==> config.mk <==
export PLATFORM = sky130hd
export DESIGN_NAME = isp_cfg_ctrl
export DESIGN_NICKNAME = d
export VERILOG_FILES = /design/src/rtl/isp_cfg_pkg.sv /design/src/rtl/isp_auto_seq.sv /design/src/rtl/isp_cfg_ctrl.sv
export SDC_FILE = /design/constraint.sdc
export NUM_CORES = 1
export LEC_CHECK = 0
export CELL_PAD_IN_SITES_DETAIL_PLACEMENT = 1
export CELL_PAD_IN_SITES_GLOBAL_PLACEMENT = 1
export CORE_MARGIN = 4
export CORE_UTILIZATION = 45
export CTS_BUF_LIST = sky130_fd_sc_hd__clkbuf_8
export CTS_CLUSTER_DIAMETER = 100
export CTS_CLUSTER_SIZE = 40
export DETAILED_ROUTE_END_ITERATION = 7
export PLACE_DENSITY = 0.85
export SLEW_MARGIN = 20
export SYNTH_ARGS = -nofsm -noshare
export SYNTH_HDL_FRONTEND = slang
export SYNTH_SLANG_ARGS = --single-unit
export TNS_END_PERCENT = 5
==> constraint.sdc <==
create_clock -name clk -period 6.8 [get_ports clk]
set_input_delay 0.68 -clock clk [delete_from_list [all_inputs] [get_ports clk]]
set_output_delay 0.68 -clock clk [all_outputs]
set_load 0.01 [all_outputs]
==> src/rtl/isp_cfg_pkg.sv <==
// Shared definitions for the ISP configuration controller: register map,
// display-mode and gamma encodings, and the dwell helper.
package isp_cfg_pkg;

  // Host register addresses
  localparam logic [1:0] ADDR_MODE  = 2'd0;
  localparam logic [1:0] ADDR_GAMMA = 2'd1;
  localparam logic [1:0] ADDR_AUTO  = 2'd2;
  localparam logic [1:0] ADDR_DWELL = 2'd3;

  // Pipeline stage taps selectable on the display mux (8..15 = debug pattern)
  typedef enum logic [3:0] {
    RAW = 4'd0,
    DPC = 4'd1,
    BNR = 4'd2,
    CFA = 4'd3,
    AWB = 4'd4,
    CCM = 4'd5,
    GMA = 4'd6,
    ENH = 4'd7
  } disp_mode_e;

  // Gamma curve selection
  typedef enum logic [1:0] {
    GAMMA_LIN    = 2'd0,
    GAMMA_SRGB   = 2'd1,
    GAMMA_22     = 2'd2,
    GAMMA_CUSTOM = 2'd3
  } gamma_e;

  // A dwell of zero frames would never advance, so it behaves as one frame.
  function automatic logic [7:0] dwell_eff(input logic [7:0] dwell);
    return (dwell == 8'd0) ? 8'd1 : dwell;
  endfunction

endpackage

==> src/rtl/isp_auto_seq.sv <==
// Auto-cycle sequencer: counts committed frames per mode and steps the
// display-mode index 0..AUTO_LAST. Only moves on a commit strobe.
module isp_auto_seq
  import isp_cfg_pkg::*;
#(
  parameter int AUTO_LAST = 7
) (
  input  logic       clk,
  input  logic       reset_n,
  input  logic       commit,
  input  logic       auto_en,
  input  logic       auto_active,
  input  logic [7:0] dwell,
  output logic [3:0] idx_nxt
);

  localparam logic [3:0] LAST_C = 4'(AUTO_LAST);

  logic [7:0] cnt_r;
  logic [3:0] idx_r;
  logic [7:0] cnt_nxt_s;
  logic [3:0] idx_nxt_s;

  // Next dwell count and index as they would be after a commit this cycle
  always_comb begin
    cnt_nxt_s = cnt_r;
    idx_nxt_s = idx_r;
    if (!auto_en) begin
      cnt_nxt_s = 8'd0;
      idx_nxt_s = 4'd0;
    end else if (!auto_active) begin
      // entering auto restarts the sequence from RAW
      cnt_nxt_s = 8'd0;
      idx_nxt_s = 4'd0;
    end else if (cnt_r == (dwell_eff(dwell) - 8'd1)) begin
      cnt_nxt_s = 8'd0;
      idx_nxt_s = (idx_r == LAST_C) ? 4'd0 : (idx_r + 4'd1);
    end else begin
      cnt_nxt_s = cnt_r + 8'd1;
      idx_nxt_s = idx_r;
    end
  end

  // Sequencer state only advances on a frame commit
  always_ff @(posedge clk) begin
    if (!reset_n) begin
      cnt_r <= 8'd0;
      idx_r <= 4'd0;
    end else if (commit) begin
      cnt_r <= cnt_nxt_s;
      idx_r <= idx_nxt_s;
    end else begin
      cnt_r <= cnt_r;
      idx_r <= idx_r;
    end
  end

  assign idx_nxt = idx_nxt_s;

endmodule

==> src/rtl/isp_cfg_ctrl.sv <==
// Frame-synchronous configuration controller: host writes land in shadow
// registers and are committed to the ISP controls on each vsync rising edge.
module isp_cfg_ctrl
  import isp_cfg_pkg::*;
#(
  parameter int AUTO_LAST = 7,
  parameter int DWELL_RST = 30,
  parameter int FCNT_W    = 16
) (
  input  logic              clk,
  input  logic              reset_n,
  input  logic              in_vsync,
  input  logic              wr_valid,
  output logic              wr_ready,
  input  logic [1:0]        wr_addr,
  input  logic [7:0]        wr_data,
  output logic [3:0]        isp_disp_mode,
  output logic [1:0]        gamma_type,
  output logic              auto_active,
  output logic              cfg_pending,
  output logic              commit_pulse,
  output logic [FCNT_W-1:0] frame_cnt
);

  logic              vs_d_r;
  logic              edge_s;
  logic              wr_fire_s;
  logic [3:0]        sh_mode_r;
  logic [1:0]        sh_gamma_r;
  logic              sh_auto_r;
  logic [7:0]        sh_dwell_r;
  logic [3:0]        act_mode_r;
  logic [1:0]        act_gamma_r;
  logic              act_auto_r;
  logic              pend_r;
  logic              pend_s;
  logic              commit_r;
  logic [FCNT_W-1:0] fcnt_r;
  logic [3:0]        auto_idx_s;

  // Writes are held off in the commit cycle so they always target the next frame
  assign edge_s    = in_vsync & ~vs_d_r;
  assign wr_ready  = ~edge_s;
  assign wr_fire_s = wr_valid & wr_ready;

  isp_auto_seq #(
    .AUTO_LAST (AUTO_LAST)
  ) u_auto_seq (
    .clk         (clk),
    .reset_n     (reset_n),
    .commit      (edge_s),
    .auto_en     (sh_auto_r),
    .auto_active (act_auto_r),
    .dwell       (sh_dwell_r),
    .idx_nxt     (auto_idx_s)
  );

  // Shadow vs active comparison; mode is don't-care while auto drives it
  always_comb begin
    pend_s = 1'b0;
    if (sh_auto_r) begin
      pend_s = (sh_gamma_r != act_gamma_r) | (sh_auto_r != act_auto_r);
    end else begin
      pend_s = (sh_mode_r != act_mode_r) | (sh_gamma_r != act_gamma_r) |
               (sh_auto_r != act_auto_r);
    end
  end

  // Vsync edge history and host shadow register writes
  always_ff @(posedge clk) begin
    if (!reset_n) begin
      vs_d_r     <= 1'b0;
      sh_mode_r  <= RAW;
      sh_gamma_r <= GAMMA_LIN;
      sh_auto_r  <= 1'b0;
      sh_dwell_r <= 8'(DWELL_RST);
    end else begin
      vs_d_r <= in_vsync;
      if (wr_fire_s) begin
        case (wr_addr)
          ADDR_MODE:  sh_mode_r  <= wr_data[3:0];
          ADDR_GAMMA: sh_gamma_r <= wr_data[1:0];
          ADDR_AUTO:  sh_auto_r  <= wr_data[0];
          ADDR_DWELL: sh_dwell_r <= wr_data;
          default:    sh_mode_r  <= sh_mode_r;
        endcase
      end else begin
        sh_mode_r <= sh_mode_r;
      end
    end
  end

  // Active settings, frame counter and status flags, committed at frame start
  always_ff @(posedge clk) begin
    if (!reset_n) begin
      act_mode_r  <= RAW;
      act_gamma_r <= GAMMA_LIN;
      act_auto_r  <= 1'b0;
      fcnt_r      <= '0;
      commit_r    <= 1'b0;
      pend_r      <= 1'b0;
    end else begin
      commit_r <= edge_s;
      pend_r   <= pend_s;
      if (edge_s) begin
        act_gamma_r <= sh_gamma_r;
        act_auto_r  <= sh_auto_r;
        act_mode_r  <= sh_auto_r ? auto_idx_s : sh_mode_r;
        fcnt_r      <= fcnt_r + FCNT_W'(1'b1);
      end else begin
        act_mode_r <= act_mode_r;
      end
    end
  end

  assign isp_disp_mode = act_mode_r;
  assign gamma_type    = act_gamma_r;
  assign auto_active   = act_auto_r;
  assign cfg_pending   = pend_r;
  assign commit_pulse  = commit_r;
  assign frame_cnt     = fcnt_r;

endmodule

======== Word-level counts from Yosys, hierarchy flattened ========
Cells that the tools add are included.
storage, ports and cells
  input bits .............................. 14
  bits in registers ....................... 53
  word-level logic and storage cells ...... 48
  output and inout port bits .............. 26
cells by class
  equality and inequality tests ........... 8
  bitwise gates (word level) .............. 7
  $add $sub $neg .......................... 4
  muxes and demuxes ....................... 10
  reduce and logical (&&, ||, !) cells .... 6
operators by type and width
  cell                                                  number
  two-way mux 8 bit                                     4
  two-way mux 4 bit                                     5
  adder 16 x 1 -> 16 bit (second input constant)        1
  adder 8 x 1 -> 8 bit (second input constant)          1
  equality test 8 bit                                   1
  logical NOT 8 bit                                     1
  AND reduction 2 bit                                   4
  subtractor 8 x 1 -> 8 bit (second input constant)     1
  adder 4 x 1 -> 4 bit (second input constant)          1
  equality test 2 bit (second input constant)           2
  equality test 4 x 3 -> 1 bit (second input constant)  1
  != test 4 bit                                         1
  OR 1 bit                                              3
  AND 1 bit                                             2
  equality test 2 x 1 -> 1 bit (second input constant)  1
  logical NOT 2 bit                                     1
  != test 2 bit                                         1
  NOT 1 bit                                             2
  two-way mux 1 bit                                     1
  != test 1 bit                                         1

======== Longest topological paths before layout ========
  depth in word-level cells ............... 8
  depth in mapped cells ................... 11
  gate-level depth less buffers ........... 10

======== Modules after synthesis ========
Synthesis repeated with hierarchy kept, for this count alone.
unflattened totals
  cell total of the unflattened synthesis .. 326
  area, all modules ....................... 2803.9 µm²
modules (own cells, without submodules)
  module        seq. area each (µm²)  area an instance (µm²)  cells an instance  times used
  isp_cfg_ctrl  820.8                 1757.9                  183                1
  isp_auto_seq  240.2                 1046.0                  143                1

======== Worst setup path before layout ========
No wires, ideal clock.
  path type ............................... register -> register
  start point ............................. reg sh_dwell_r[3]
  end point ............................... reg act_mode_r[2] (netlist: isp_disp_mode[2])
  arrival ................................. 2.607 ns
  period minus slack after synthesis ...... 2.681 ns
  cell stages (with the launch flop) ...... 11
  data required time ...................... 6.727 ns
  library setup time ...................... 0.073 ns
  path slack .............................. 4.119 ns
  buffers on the path ..................... 0
  cells stage by stage .................... dfxtp_1 > or4_4 > nor2_1 > a21oi_1 > ha_1 > xnor2_1 > a31oi_1 > and4b_1 > o2111ai_2 > or4_4 > o211ai_2
on the way
  cells in the longest elaborated chain, start to end .. 8
ends and longest elaborated chain
  element                      line                 RTL
  start, declared              isp_cfg_ctrl.sv:31   logic [7:0] sh_dwell_r;
  start signal, assigned       isp_cfg_ctrl.sv:76   sh_dwell_r <= 8'(DWELL_RST);
  start signal, assigned       isp_cfg_ctrl.sv:84   ADDR_DWELL: sh_dwell_r <= wr_data;
  logical NOT 8 bit            isp_cfg_pkg.sv:33    return (dwell == 8'd0) ? 8'd1 : dwell;
  two-way mux 8 bit *          isp_cfg_pkg.sv:33
  subtractor 8 x 1 -> 8 bit *  isp_auto_seq.sv:35   end else if (cnt_r == (dwell_eff(dwell) - 8'd1)) begin
  equality test 8 bit *        isp_auto_seq.sv:35
  two-way mux 4 bit *          isp_auto_seq.sv:35
  two-way mux 4 bit *          isp_auto_seq.sv:31   end else if (!auto_active) begin
  two-way mux 4 bit *          isp_auto_seq.sv:28   if (!auto_en) begin
  two-way mux 4 bit *          isp_cfg_ctrl.sv:108  act_mode_r <= sh_auto_r ? auto_idx_s : sh_mode_r;
  end signal, assigned         isp_cfg_ctrl.sv:108
  end signal, assigned         isp_cfg_ctrl.sv:111  act_mode_r <= act_mode_r;
  end, declared                isp_cfg_ctrl.sv:32   logic [3:0] act_mode_r;
Every way passes the cells marked *; elsewhere a longest branch is shown, timed or not.
A chain may end at the register's enable or synchronous reset.

======== Final worst setup path ========
  start point ............................. in in_vsync
  end point ............................... out wr_ready
on the way
  cells in the longest elaborated chain, start to end .. 2
ends and longest elaborated chain
  element          line                RTL
  start, declared  isp_cfg_ctrl.sv:12  input logic in_vsync,
  AND 1 bit        isp_cfg_ctrl.sv:42  assign edge_s = in_vsync & ~vs_d_r;
  NOT 1 bit        isp_cfg_ctrl.sv:43  assign wr_ready = ~edge_s;
  end, declared    isp_cfg_ctrl.sv:14  output logic wr_ready,
No other way between the ends.

==> impl_metrics.toml <==
[clock_network]
cts_resized = 0
cts_made_buffers = 5
clk_path_buf_depth = 2
cts_max_level = 2
post_cts.repair.setup_buffers = 0
worst_skew_pair.late_latency_ns = 0.30
tritoncts_clock_tree = "built"
cts_root_buf = "clkbuf_8"
clock-sinks = 53
cts.clk_slew.worst_paths_ns = 0.09
cts_hold_repair.buffers = 0

[global_route]
grt.overflow.total = 0
pin_count_of_the_biggest_net_entering_global_routing = 42
grt_usage_pct = 21.11
grt_pass1_wl_mm = 12.62
antenna_found_initial = 0
grt_pass1_vias = 2548

[drt]
routed_wl_per_cell_um = 17.14
detail_route.drc_violations = 0
drt-total-wl_mm = 7.354
route.antenna.remaining_nets = 0
drt_iter0_markers = 152
drt_first_pass_iters = 4
overall_via_count_from_detail_route = 2493
via_per_inst = 5.811

[placed_design]
dp_hpwl_mm = 5.437
port_buffers = 39
gpl.final_weighted_congestion = 0.8093
placed_cell_area_mm2 = 0.003132

[critical_path]
setup.worst_path.end_class = "output pin"
path_cells = "clkdlybuf4s50_1 -> nor2b_1 -> buf_4 -> inv_1 -> clkdlybuf4s50_1"
slowest_delay_ns = 0.67
crit_fanout = 23
critical_path.top_delay_family = "buffers and inverters"
worst-endpoint-required_ns = 6.12
crit_top_cell = "clkdlybuf4s50_1"
slowest_stage = "clkdlybuf4s50_1"
worstPathBufferInverterCount = 4
cp.arrival_ns = 2.66
crit_path_start_kind = "input pin"
critical_path_class = "input pin to output pin"

[logic_synthesis]
ys_ff_latch = 53
synth_fp_nets = 341
asyncSetResetFlopFracSynth_pct = 0
postSynthAreaPerCell_um2 = 8.332
warnings_from_yosys = 0
synth.most_common_cell = "dfxtp_1"
post_synth_cell_types = 49
yosysSeqAreaShare_pct = 39.42
syn-instance-count = 323
synth_largest_type_area_fraction_pct = 39.42
primary_ff_master_synth = "dfxtp_1"
synth.cells.most_frequent = "53 x dfxtp_1, 40 x nor2_1, 38 x nand2_1, 16 x a21oi_1, 16 x mux2i_1"
biggest_area_consumer_among_synthesized_cells = "dfxtp_1"
netlist_top_cells_area = "dfxtp_1 39%, mux2i_1 6.0%, nor2_1 5.6%"
synth.cell_area_mm2 = 0.002691
number_of_synthesized_flops_with_an_enable_pin = 0

[sta]
finalCritPeriodShare_pct = 49.05
rsz0062_at_grt = "no"
fmax_mhz = 299.8
timing.final.setup_violations = 0
worstMarginPinSlew_ns = 0.8429
fin_worst_skew_ns = 0.002897
maxSlewHeadroom_pct = 43.38
timing.setup.tns_ns = 0
maxSlewViolCount = 0
min_period_ns = 3.335
report.final.hold_viol_count = 0

[floorplan]
chipHeight_um = 85.34
die_width_um = 85.34
coreArea_mm2 = 0.005642
placementRows = 27
starting_density_pct = 47.70
ioPinCount = 40
die_area_mm2 = 0.007282

[layout]
register_area_mm2 = 0.001061
final_area_mm2 = 0.003236
filler_cell_count = 689
final_core_utilization_pct = 57.35
drive_above_1_share_pct = 4.762
area_delta_synth_final_pct = 20.22
count_of_antenna_diodes_in_the_layout = 0
fin_nets = 375
multi_input_area_mm2 = 0.001556

[status]
run_status = "completed"

[power]
internal-power_w = 0.0004505
share_clk_of_total_power_pct = 35.3
share_comb_of_total_power_pct = 9.4
power_leakage_nw = 1.237
power_per_cell_area_mw_per_mm2 = 181.4
power_switching_share_pct = 23.26
net_switching_w = 0.0001365
irDropWorstVdd_v = 0.00009330
pwr-share-seq_pct = 55.3
report.power.total_w = 0.0005870

[flow_run]
cap_viol_max_count = 0

[min_path]
worstHoldPathType = "flop to flop"
[cell type report]
type / instances / area share [%]
tap: 72 / 2.784
clock buffer: 5 / 2.127
timing repair buffer: 41 / 12.53
sequential: 53 / 32.79
multi-input combinational: 251 / 48.11
inverter: 5 / 0.5800
clock inverter: 2 / 1.083
[flip-flops by register name (all words and copies together) (netlist names)]
name,count
isp_disp_mode,4
gamma_type,2
sh_mode_r,4
u_auto_seq.cnt_r,8
sh_auto_r,1
cfg_pending,1
frame_cnt,16
vs_d_r,1
sh_gamma_r,2
u_auto_seq.idx_r,4
auto_active,1
sh_dwell_r,8
commit_pulse,1
[power groups by stage]
stage / Combinational [W] / Clock, W / Sequential [W]
after floorplan: 0.0000286 / 0 / 0.000331
after global placement: 0.0000530 / 0 / 0.000331
after detailed placement: 0.0000554 / 0 / 0.000332
after CTS: 0.0000559 / 0.000213 / 0.000324
after global routing: 0.0000609 / 0.000227 / 0.000325
final: 0.0000554 / 0.000207 / 0.000324
[worst min-delay path: cells and delay by family (launching register included)]
family	cells	cell delay (ns)
simple gates	1	0.06
mux	1	0.05
flops	1	0.33
[layer usage]
| metal | GRT usage (%) | part of all wire, % |
|---|---|---|
| met5 | 0 | 0 |
| met4 | 6.187 | 1.8 |
| met3 | 3.981 | 3.6 |
| met2 | 34.04 | 47 |
| met1 | 28.63 | 47 |
[cells by family after synthesis]
kind of cell / Yosys count / share of synthesized area [%]
flops: 53 / 39.42
buf+inv: 19 / 2.743
mux: 16 / 5.951
simple gates: 147 / 26.92
fa+ha+maj: 4 / 1.860
compound gates: 60 / 15.02
xor+xnor: 24 / 8.090
[worst paths after layout]
kind            startpoint          endpoint  slack [ns]  cells past startpoint
max               in_vsync          wr_ready        3.46                      5
min          frame_cnt[15]     frame_cnt[15]        0.48                      2
max reg2reg  sh_dwell_r[3]  isp_disp_mode[2]        3.63                     10
min reg2reg  frame_cnt[15]     frame_cnt[15]        0.48                      2
[cell usage in the layout, fill, tap and decap left out, types with 2 or more instances in the layout]
cell / instances
o21ai_0: 14
o211ai_1: 4
buf_4: 2
or3_1: 7
o21a_1: 2
ha_1: 4
and2_1: 7
dfxtp_1: 53
nand3_1: 9
nor3_1: 11
and3_1: 7
nor2_1: 40
or4_4: 2
nand2_1: 38
mux2i_1: 16
nand4_1: 11
clkdlybuf4s50_1: 39
a21o_1: 2
o21bai_1: 2
clkbuf_8: 5
nor3b_1: 3
xnor2_1: 14
nor2b_1: 5
a31oi_1: 5
nand2b_1: 2
inv_1: 5
a21oi_1: 16
xor2_1: 9
[through the flow]
stage	cells	hold slack [ns]	setup slack [ns]
2_1_floorplan	323	0.4578	4.119
3_3_place_gp	422	0.4607	3.522
3_5_place_dp	422	0.4713	3.468
4_1_cts	429	0.4916	3.481
5_1_grt	429	0.5233	3.357
6_report	429	0.4840	3.465
Note: power is estimated with default switching activity, not from simulation.
